===== src/rtl/parallax_scroll_ctrl.sv =====
`default_nettype none
// ============================================================================
// parallax_scroll_ctrl : Wishbone register block that sequences per-layer scroll
// offsets once per vsync frame. Rev 1.0
// ============================================================================
module parallax_scroll_ctrl #(
  parameter logic [31:0] ADDR_BASE    = 32'h3000_0000,
  parameter int          OFS_W        = 10,
  parameter logic        VSYNC_ACTIVE = 1'b0
) (
  input  logic               clk,
  input  logic               reset_n,
  input  logic               wbs_stb_i,
  input  logic               wbs_cyc_i,
  input  logic               wbs_we_i,
  input  logic [3:0]         wbs_sel_i,
  input  logic [31:0]        wbs_dat_i,
  input  logic [31:0]        wbs_adr_i,
  output logic               wbs_ack_o,
  output logic [31:0]        wbs_dat_o,
  input  logic               vsync_i,
  output logic [4*OFS_W-1:0] layer_ofs_o,
  output logic [3:0]         layer_en_o,
  output logic               irq_o
);

  logic             ack_q, ack_d;
  logic [31:0]      dat_q, dat_d;
  logic [7:0]       ctrl_q, ctrl_d;
  logic             pend_q, pend_d;
  logic [15:0]      cnt_q, cnt_d;
  logic             vs_q, vs_d;
  logic             irq_q, irq_d;
  logic [7:0]       spd_q [4];
  logic [7:0]       spd_d [4];
  logic [7:0]       act_q [4];
  logic [7:0]       act_d [4];
  logic [OFS_W-1:0] ofs_q [4];
  logic [OFS_W-1:0] ofs_d [4];

  logic        hit, access, wr, frame_edge;
  logic [2:0]  idx;
  logic [31:0] rdata;
  logic        unused_bits;

  assign hit        = wbs_cyc_i & wbs_stb_i & (wbs_adr_i[31:8] == ADDR_BASE[31:8]);
  assign access     = hit & ~ack_q;
  assign wr         = access & wbs_we_i & wbs_sel_i[0];
  assign idx        = wbs_adr_i[4:2];
  assign frame_edge = (vsync_i == VSYNC_ACTIVE) && (vs_q != VSYNC_ACTIVE);
  assign unused_bits = ^{wbs_adr_i[7:5], wbs_adr_i[1:0], wbs_sel_i[3:1], wbs_dat_i[31:8]};

  always_comb begin
    rdata = 32'h0;
    case (idx)
      3'd0: rdata = {24'h0, ctrl_q};
      3'd1: rdata = {cnt_q, 15'h0, pend_q};
      3'd2: rdata = {24'h0, spd_q[0]};
      3'd3: rdata = {24'h0, spd_q[1]};
      3'd4: rdata = {24'h0, spd_q[2]};
      3'd5: rdata = {24'h0, spd_q[3]};
      default: rdata = 32'h0;
    endcase
  end

  always_comb begin
    ack_d  = access;
    dat_d  = access ? rdata : 32'h0;
    ctrl_d = ctrl_q;
    pend_d = pend_q;
    cnt_d  = cnt_q;
    vs_d   = vsync_i;
    irq_d  = pend_q & ctrl_q[1];
    for (int i = 0; i < 4; i++) begin
      spd_d[i] = spd_q[i];
      act_d[i] = act_q[i];
      ofs_d[i] = ofs_q[i];
    end

    if (frame_edge) begin
      cnt_d  = cnt_q + 16'd1;
      pend_d = 1'b1;
      if (ctrl_q[0]) begin
        for (int i = 0; i < 4; i++) begin
          ofs_d[i] = ofs_q[i] + OFS_W'($signed(act_q[i]));
          act_d[i] = spd_q[i];
        end
      end
    end

    // Bus writes land after the frame update so OFSCLR beats the increment,
    // while a clear of pending loses to a coincident set.
    if (wr) begin
      case (idx)
        3'd0: ctrl_d = wbs_dat_i[7:0] & 8'hF3;
        3'd1: if (wbs_dat_i[0] && !frame_edge) pend_d = 1'b0;
        3'd6: begin
          for (int i = 0; i < 4; i++) begin
            if (wbs_dat_i[i]) ofs_d[i] = '0;
          end
        end
        default: begin
          for (int i = 0; i < 4; i++) begin
            if (idx == 3'(i + 2)) spd_d[i] = wbs_dat_i[7:0];
          end
        end
      endcase
    end
  end

  always_ff @(posedge clk) begin
    if (!reset_n) begin
      ack_q  <= 1'b0;
      dat_q  <= 32'h0;
      ctrl_q <= 8'h0;
      pend_q <= 1'b0;
      cnt_q  <= 16'h0;
      vs_q   <= VSYNC_ACTIVE;
      irq_q  <= 1'b0;
      for (int i = 0; i < 4; i++) begin
        spd_q[i] <= 8'h0;
        act_q[i] <= 8'h0;
        ofs_q[i] <= '0;
      end
    end else begin
      ack_q  <= ack_d;
      dat_q  <= dat_d;
      ctrl_q <= ctrl_d;
      pend_q <= pend_d;
      cnt_q  <= cnt_d;
      vs_q   <= vs_d;
      irq_q  <= irq_d;
      for (int i = 0; i < 4; i++) begin
        spd_q[i] <= spd_d[i];
        act_q[i] <= act_d[i];
        ofs_q[i] <= ofs_d[i];
      end
    end
  end

  assign wbs_ack_o  = ack_q;
  assign wbs_dat_o  = dat_q;
  assign layer_en_o = ctrl_q[7:4];
  assign irq_o      = irq_q;

  for (genvar g = 0; g < 4; g++) begin : g_ofs
    assign layer_ofs_o[g*OFS_W +: OFS_W] = ofs_q[g];
  end

endmodule
`default_nettype wire

===== config.mk =====
export PLATFORM = sky130hd
export DESIGN_NAME = parallax_scroll_ctrl
export DESIGN_NICKNAME = d
export VERILOG_FILES = /design/src/rtl/parallax_scroll_ctrl.sv
export SDC_FILE = /design/constraint.sdc
export NUM_CORES = 1
export LEC_CHECK = 0
export ABC_CLOCK_PERIOD_IN_PS = 2350
export CORE_ASPECT_RATIO = 1.25
export CORE_MARGIN = 1.5
export CORE_UTILIZATION = 47
export CTS_CLUSTER_SIZE = 14
export DETAILED_ROUTE_END_ITERATION = 8
export HOLD_SLACK_MARGIN = 0.05
export PLACE_DENSITY_LB_ADDON = 0.25
export SETUP_SLACK_MARGIN = 0.3
export SKIP_CTS_REPAIR_TIMING = 1
export SYNTH_ARGS = -nofsm -noshare
export SYNTH_HDL_FRONTEND = slang
export SYNTH_SLANG_ARGS = --single-unit

===== constraint.sdc =====
create_clock -name clk -period 2.35 [get_ports clk]
set_input_delay 0.47 -clock clk [delete_from_list [all_inputs] [get_ports clk]]
set_output_delay 0.47 -clock clk [all_outputs]
set_load 0.02 [all_outputs]

Word level (Yosys, flattened, before mapping)
Memories as Yosys holds them, arrays and structs flattened.
Cells that the tools add are included.

word-level totals
  flip-flop bits (word level) = 58
  input bits = 74
  memories = 3
  output and inout bits = 78
  RAM bits = 104

cells by class
  $add $sub $neg = 5
  reduce and logical (&&, ||, !) cells = 7
  multiplexer cells = 35
  bitwise gates (word level) = 20
  eq/ne operators = 7

memory list
  memory  depth  bits a word  rd ports  clocked after Yosys merged registers in  write ports  line  source
  ofs_q   4      10           4         0                                        4            38    logic [OFS_W-1:0] ofs_q [4];
  act_q   4      8            4         0                                        4            36    logic [7:0] act_q [4];
  spd_q   4      8            4         0                                        4            34    logic [7:0] spd_q [4];

operators by type and width
  kind                     number
  $pmux W32 S6             1
  $mux W40                 4
  $mux W32                 4
  $mux W8                  12
  $mux W10                 8
  $add A10 B10 Y10         4
  $eq A24 B22 Y1 const B   1
  $add A16 B1 Y16 const B  1
  $or A1 B1 Y1             12
  $eq A3 B3 Y1 const B     3
  $and A1 B1 Y1            6
  $eq A3 B2 Y1 const B     2
  $mux W1                  6
  $reduce_and A2 Y1        2
  $eq A3 B1 Y1 const B     1
  $logic_not A3 Y1         1
  $reduce_or A3 Y1         1
  $logic_and A1 B1 Y1      2
  $not A1 Y1               2
  $logic_not A1 Y1         1

Longest topological paths before layout
Gate-level depths: netlist of run 1.
An unclocked memory read counts as a cell.

  depth after elaboration = 8
  gate-level depth with buffers = 9

Least setup slack after synthesis of run 1
OpenSTA, ideal clock, no wires.

  path type = in2reg
  start = input wbs_adr_i[9]
  end = memory ofs_q[3][9]
  setup time = 121 ps
  cell stages on the path = 8
  buffers on the path = 2
  slack = -91 ps
  arrival time = 2320 ps
  data required time = 2229 ps
  cell sequence = nor4bb_1 > nand4_1 > or4_4 > buf_6 > o41ai_2 > buf_4 > nor2_2 > mux2_2

RTL lines
  item         line  source
  from (decl)  18    input logic [31:0] wbs_adr_i,
  to (decl)    38

==> impl_metrics.yaml, run 1 <==
status:
  status: "finished, violations left"
  violations: "setup timing"
floorplanning:
  dieWidth_um: 118
  die_height_um: 146
  die-area_sq_mm: 0.0172
  io_pins: 152
  initial_core_util: 0.478
  core_sq_mm: 0.0161
  rows: 52
timing:
  drv_slew: 0
  post-route-period-util: 1.02
  tightest_slew_ns: 0.512
  fin_skew_ns: 0.00591
  setup_viol: 11
  period_needed_ns: 2.40
  rsz0062_at_grt: "yes"
  hold_viol: 0
  setup_tns_ns: -0.152
  final.setup.worst_slack_ns: -0.0506
  max_freq_ghz: 0.417
  slew_headroom: 0.658
synth:
  yosys.area.top_type: "dfxtp_1"
  ys.flop_type: "dfxtp_1"
  syn_inst: 868
  async_flop_share: 0
  yosysUniqueCellTypes: 53
  syn_avg_cell_area_sq_um: 8.88
  synth_edf_count: 0
  synthTopCellsByArea: "dfxtp_1 (40%), mux2i_1 (7.0%), ha_1 (6.0%)"
  ys_seq_area_frac: 0.400
  netlist_area_sq_mm: 0.00771
  yosys_warnings: 0
  synth_top_area_share: 0.400
  ys_seq_elements: 154
pwr:
  power_density_mw_per_mm2: 560
  peakVddDrop_mv: 0.488
  power.total_uw: 5730
  leakage_uw: 0.00394
placement:
  dp_hpwl_um: 13600
  port_buffers: 111
  routabilityCongestion: 0.865
finish:
  syn_to_final_growth_pct: 32.6
  drive_gt1_frac: 0.139
  final_common_cell: "dfxtp_1"
  fin_nets: 1130
  n_antenna_cell: 0
  final_cell_mix: "dfxtp_1 (152), nand2_1 (109), clkdlybuf4s50_1 (97), nor2_1 (63), buf_4 (55)"
flow_run:
  cap_viol_max_count: 0
worst_hold_path:
  hold_class: "flop to flop"
  hp-start: "act_q[3][0]$_SDFFE_PN0P_"
critical_path:
  cp-end-kind: "flop"
  startpoint: "wbs_adr_i[23]"
  reg2reg_from: "wbs_ack_o$_SDFF_PN0_"
  worstPathMaxFanout: 6
  start_kind: "input pin"
  arrival_ns: 2.71
  path_class: "input pin to flop"
  cp.required_ns: 2.66
grt:
  grt_pass1_vias: 6335
  grt_pass1_wl_um: 30700
  antenna_found_initial: 0
  grt_util_all_layers: 0.220
  gr-total-overflow: 0
  grt_start_max_net_pins: 40
drt:
  vias: 6658
  viasPerCell: 5.35
  ant_nets: 0
  wire_per_inst_um: 15.3
  drc: 0
  drt_iter0_drc: 361
  wl_um: 19100
  drtPass1Iterations: 5
clock_tree:
  clkSinkCount: 154
  cts_tree: "yes"
  clockRootBuffer: "clkbuf_16"
  clock_latency_ns: 0.42
  clk_path_buf_depth: 2
  clk_pin_slew_ns: 0.06
  h-tree-depth: 4
  numCtsBuffers: 17
metrics by stage:
step                      hold WS, ns  setup WS (ns)  utilization  cells  area, sq um
after floorplan                 0.440        -0.0770            -    875         7790
after global placement          0.454         -0.615        0.578   1199         9330
after detailed placement        0.455         -0.674        0.578   1199         9330
after CTS                       0.463         -0.217        0.617   1231         9950
after global routing            0.495         -0.105        0.634   1244        10200
final                           0.460        -0.0506        0.634   1244        10200
cell usage after synthesis, drive strengths merged (19+ instances only):
master,number
buf,22
nand2,110
a21boi,28
inv,26
nor2b,24
a21oi,43
nor3,22
nor2,68
mux2i,54
clkbuf,35
ha,37
o21ai,27
a31oi,19
dfxtp,154
and3,26
worst max-delay path, stage by stage:
cell and delay (ns):
clkdlybuf4s50_1 0.42, nor4_2 0.28, nand2_1 0.11, or4_4 0.56, buf_4 0.18, o41ai_4 0.19, buf_4 0.19, nor2_1 0.04
mux2_2 0.26
sequential cells by signal (all words and copies together) (netlist names):
signal     cells
wbs_dat_o     24
act_q         32
cnt_q         16
ofs_q         40
ctrl_q         6
spd_q         32
vs_q           1
irq_o          1
wbs_ack_o      1
pend_q         1
power breakdown:
| part | internal, uW | switching (uW) |
|---|---|---|
| Combinational | 125 | 138 |
| Clock | 1760 | 1090 |
| Sequential | 2610 | 2.25 |
layer usage:
layer	track usage	share of wire	up-vias
li1	-	-	3353
met5	0	0	-
met3	0.0520	0.044	26
met2	0.386	0.50	139
met1	0.262	0.43	3140
met4	0.0811	0.019	0
kinds of logic after synthesis:
logic type / share of synthesized area
compound gates: 0.158
xor+xnor: 0.0204
fa+ha+maj: 0.0704
buf+inv: 0.0497
flops: 0.400
mux: 0.0789
other cells: 0.000486
simple gates: 0.222
final cells by class:
cell class                      instances  area (sq um)
Clock buffer                           23           478
Clock inverter                          9           138
Fill cell                            1405          5910
Inverter                               26          97.6
Multi-Input combinational cell        638          4440
Sequential cell                       154          3090
Tap cell                              216           270
Timing Repair Buffer                  178          1720
path summary, 6_finish.rpt:
path,end,slack (ns),cells after the start
min,act_q[3][0]$_SDFFE_PN0P_,0.46,2
min reg2reg,act_q[3][0]$_SDFFE_PN0P_,0.46,2
max reg2reg,ofs_q[0][9]$_SDFF_PN0_,0.01,8
max,ofs_q[0][9]$_SDFF_PN0_,-0.05,9
Note: power is estimated with default switching activity, not from simulation.
==> run 2: changes to the inputs <==
--- a/config.mk
+++ b/config.mk
@@ -5,10 +5,10 @@
 export SDC_FILE = /design/constraint.sdc
 export NUM_CORES = 1
 export LEC_CHECK = 0
-export ABC_CLOCK_PERIOD_IN_PS = 2350
+export ABC_CLOCK_PERIOD_IN_PS = 2400
 export CORE_ASPECT_RATIO = 1.25
 export CORE_MARGIN = 1.5
-export CORE_UTILIZATION = 47
+export CORE_UTILIZATION = 50
 export CTS_CLUSTER_SIZE = 14
 export DETAILED_ROUTE_END_ITERATION = 8
 export HOLD_SLACK_MARGIN = 0.05
==> constraint.sdc (replaced) <==
create_clock -name clk -period 2.4 [get_ports clk]
set_input_delay 0.48 -clock clk [delete_from_list [all_inputs] [get_ports clk]]
set_output_delay 0.48 -clock clk [all_outputs]
set_load 0.02 [all_outputs]
==> run 2 against run 1 <==
  * The flow now finishes without violations
  * Die area fell by 5.9%
  * Hold slack improved by 0.0069 ns
  * Flip-flop and latch count did not move
  * Register-to-register slack improved by 0.13 ns
  * Count of clock-buffer cells in the layout fell by 2
  * Wire length barely moved
  * Global-route usage rose by 1.3 points
  * Setup slack improved by 0.18 ns
  * Sequential share of layout area barely moved
  * Critical path type unchanged
  * Critical endpoint is now ofs_q[3][9]$_SDFF_PN0_
  * Largest cell class unchanged
  * Largest power group is now registers
==> impl_metrics.yaml, run 2 (synthesis results as in run 1) <==
clock_tree:
  cts_tree: "yes"
  clk_path_buf_depth: 2
  h-tree-depth: 4
  clk_pin_slew_ns: 0.06
  clock_latency_ns: 0.42
  clkSinkCount: 154
  numCtsBuffers: 17
  clockRootBuffer: "clkbuf_16"
critical_path:
  cp-end-kind: "flop"
  arrival_ns: 2.58
  crit_slowest_cell: "or4_4"
  path_cells: "dlymetal6s2s_1 -> nor4_4 -> nand4_1 -> or4_4 -> o41ai_4 -> buf_4 -> nor2_1 -> mux2_2"
  cp_slowest_stage_delay_ns: 0.68
  ff2ff_setup_slack_ns: 0.14
  start_kind: "input pin"
  path_class: "input pin to flop"
  worstPathMaxFanout: 5
  cp.required_ns: 2.71
  r2r_cells: 7
pwr:
  seqPwrFrac: 0.481
  peakVddDrop_mv: 0.447
  switching_share: 0.225
  p_int_uw: 4130
  power_frac_comb: 0.048
  p_sw_uw: 1200
  power.total_uw: 5330
  power_density_mw_per_mm2: 520
  p_clk_frac: 0.472
  leakage_uw: 0.00401
finish:
  largest_reg_flops: 40
  top_regs: "ofs_q x40, act_q x32, spd_q x32"
  regMostFlops: "ofs_q"
  fin_nets: 1134
  final_cell_mix: "dfxtp_1 (149), nand2_1 (109), clkdlybuf4s50_1 (88), nor2_1 (66), buf_4 (56)"
  final_common_cell: "dfxtp_1"
  drive_gt1_frac: 0.157
  final_area_sq_mm: 0.0102
  n_antenna_cell: 0
  stdcell_count: 1214
  syn_to_final_growth_pct: 32.9
flow_run:
  cap_viol_max_count: 0
floorplanning:
  die_height_um: 142
  rows: 50
  dieWidth_um: 114
  initial_core_util: 0.513
  io_pins: 152
  die-area_sq_mm: 0.0162
  core_sq_mm: 0.0150
drt:
  vias: 6740
  drt_iter0_drc: 396
  wire_per_inst_um: 15.7
  drc: 0
  wl_um: 19100
  drtPass1Iterations: 5
  ant_nets: 0
  viasPerCell: 5.55
placement:
  port_buffers: 111
  routabilityCongestion: 0.882
  dpl.cell_count: 1166
  dpl_cell_area_sq_mm: 0.00933
  dp_hpwl_um: 13300
timing:
  rsz0062_at_grt: "yes"
  period_needed_ns: 2.27
  drv_slew: 0
  post-route-period-util: 0.947
  hold_viol: 0
  max_freq_ghz: 0.440
  setup_viol: 0
  fin_skew_ns: 0.00782
worst_hold_path:
  hold_class: "flop to flop"
  hold_depth: 2
status:
  status: "complete, no violations"
grt:
  grt_pass1_vias: 6376
  gr-total-overflow: 0
  grt_pass1_wl_um: 30200
  antenna_found_initial: 0
  grt_util_all_layers: 0.233
  grt_start_max_net_pins: 55
[run 2: cell count changes in the layout (fill, tap and decap cells not counted), sizes merged]
| cell | previous run | this run |
|---|---|---|
| clkdlybuf4s50 | 97 | 88 |
| dlymetal6s2s | 13 | 22 |
| clkinv | 1 | 6 |
| buf | 68 | 70 |
| bufinv | 3 | 1 |
| clkinvlp | 4 | 2 |
| clkbuf | 23 | 22 |
| inv | 27 | 28 |
| or4 | 1 | 2 |
[run 2: power by group through the flow]
stage / logic [uW] / registers, uW / clock network (uW)
floorplan: 115 / 2620 / 0
global route: 270 / 2560 / 2660
finish: 254 / 2560 / 2510
CTS: 241 / 2560 / 2560
detailed placement: 239 / 2620 / 0
global placement: 238 / 2620 / 0
[run 2: through the flow]
stage | utilization | hold WS, ns | setup TNS [ns] | setup WS, ns
floorplan | - | 0.440 | -0.141 | -0.0370
global placement | 0.621 | 0.457 | -36.06 | -0.549
detailed placement | 0.621 | 0.458 | -39.33 | -0.589
CTS | 0.658 | 0.468 | -4.69 | -0.188
global route | 0.683 | 0.485 | 0 | 0.0715
finish | 0.683 | 0.467 | 0 | 0.128
[run 2: final timing paths]
| kind | start | to |
|---|---|---|
| worst max-delay path | wbs_adr_i[15] | ofs_q[3][9]$_SDFF_PN0_ |
| worst min-delay path | act_q[2][4]$_SDFFE_PN0P_ | act_q[2][4]$_SDFFE_PN0P_ |
| worst max register to register | wbs_ack_o$_SDFF_PN0_ | ofs_q[3][9]$_SDFF_PN0_ |
| worst min register to register | act_q[2][4]$_SDFFE_PN0P_ | act_q[2][4]$_SDFFE_PN0P_ |
[run 2: cell type report]
type,instances,area (sq um)
Fill cell,1188,4760
Clock buffer,21,450
Tap cell,182,228
Timing Repair Buffer,181,1790
Clock inverter,11,96.3
Inverter,26,97.6
Multi-Input combinational cell,639,4500
Sequential cell,154,3090
[run 2: critical path, delay by kind of cell]
family                 cells  cell delay [ns]
AO/OA/AOI/OAI              1             0.32
AND/OR/NAND/NOR            4             1.18
buffers and inverters      2             0.34
multiplexers               1             0.26
[run 2: per-layer routing]
layer  GRT usage  share of wire  vias up
met4      0.0875          0.027        0
met2       0.396           0.49      175
met1       0.287           0.44     3151
li1            -              -     3372
met5           0              0        -
met3      0.0517          0.049       42
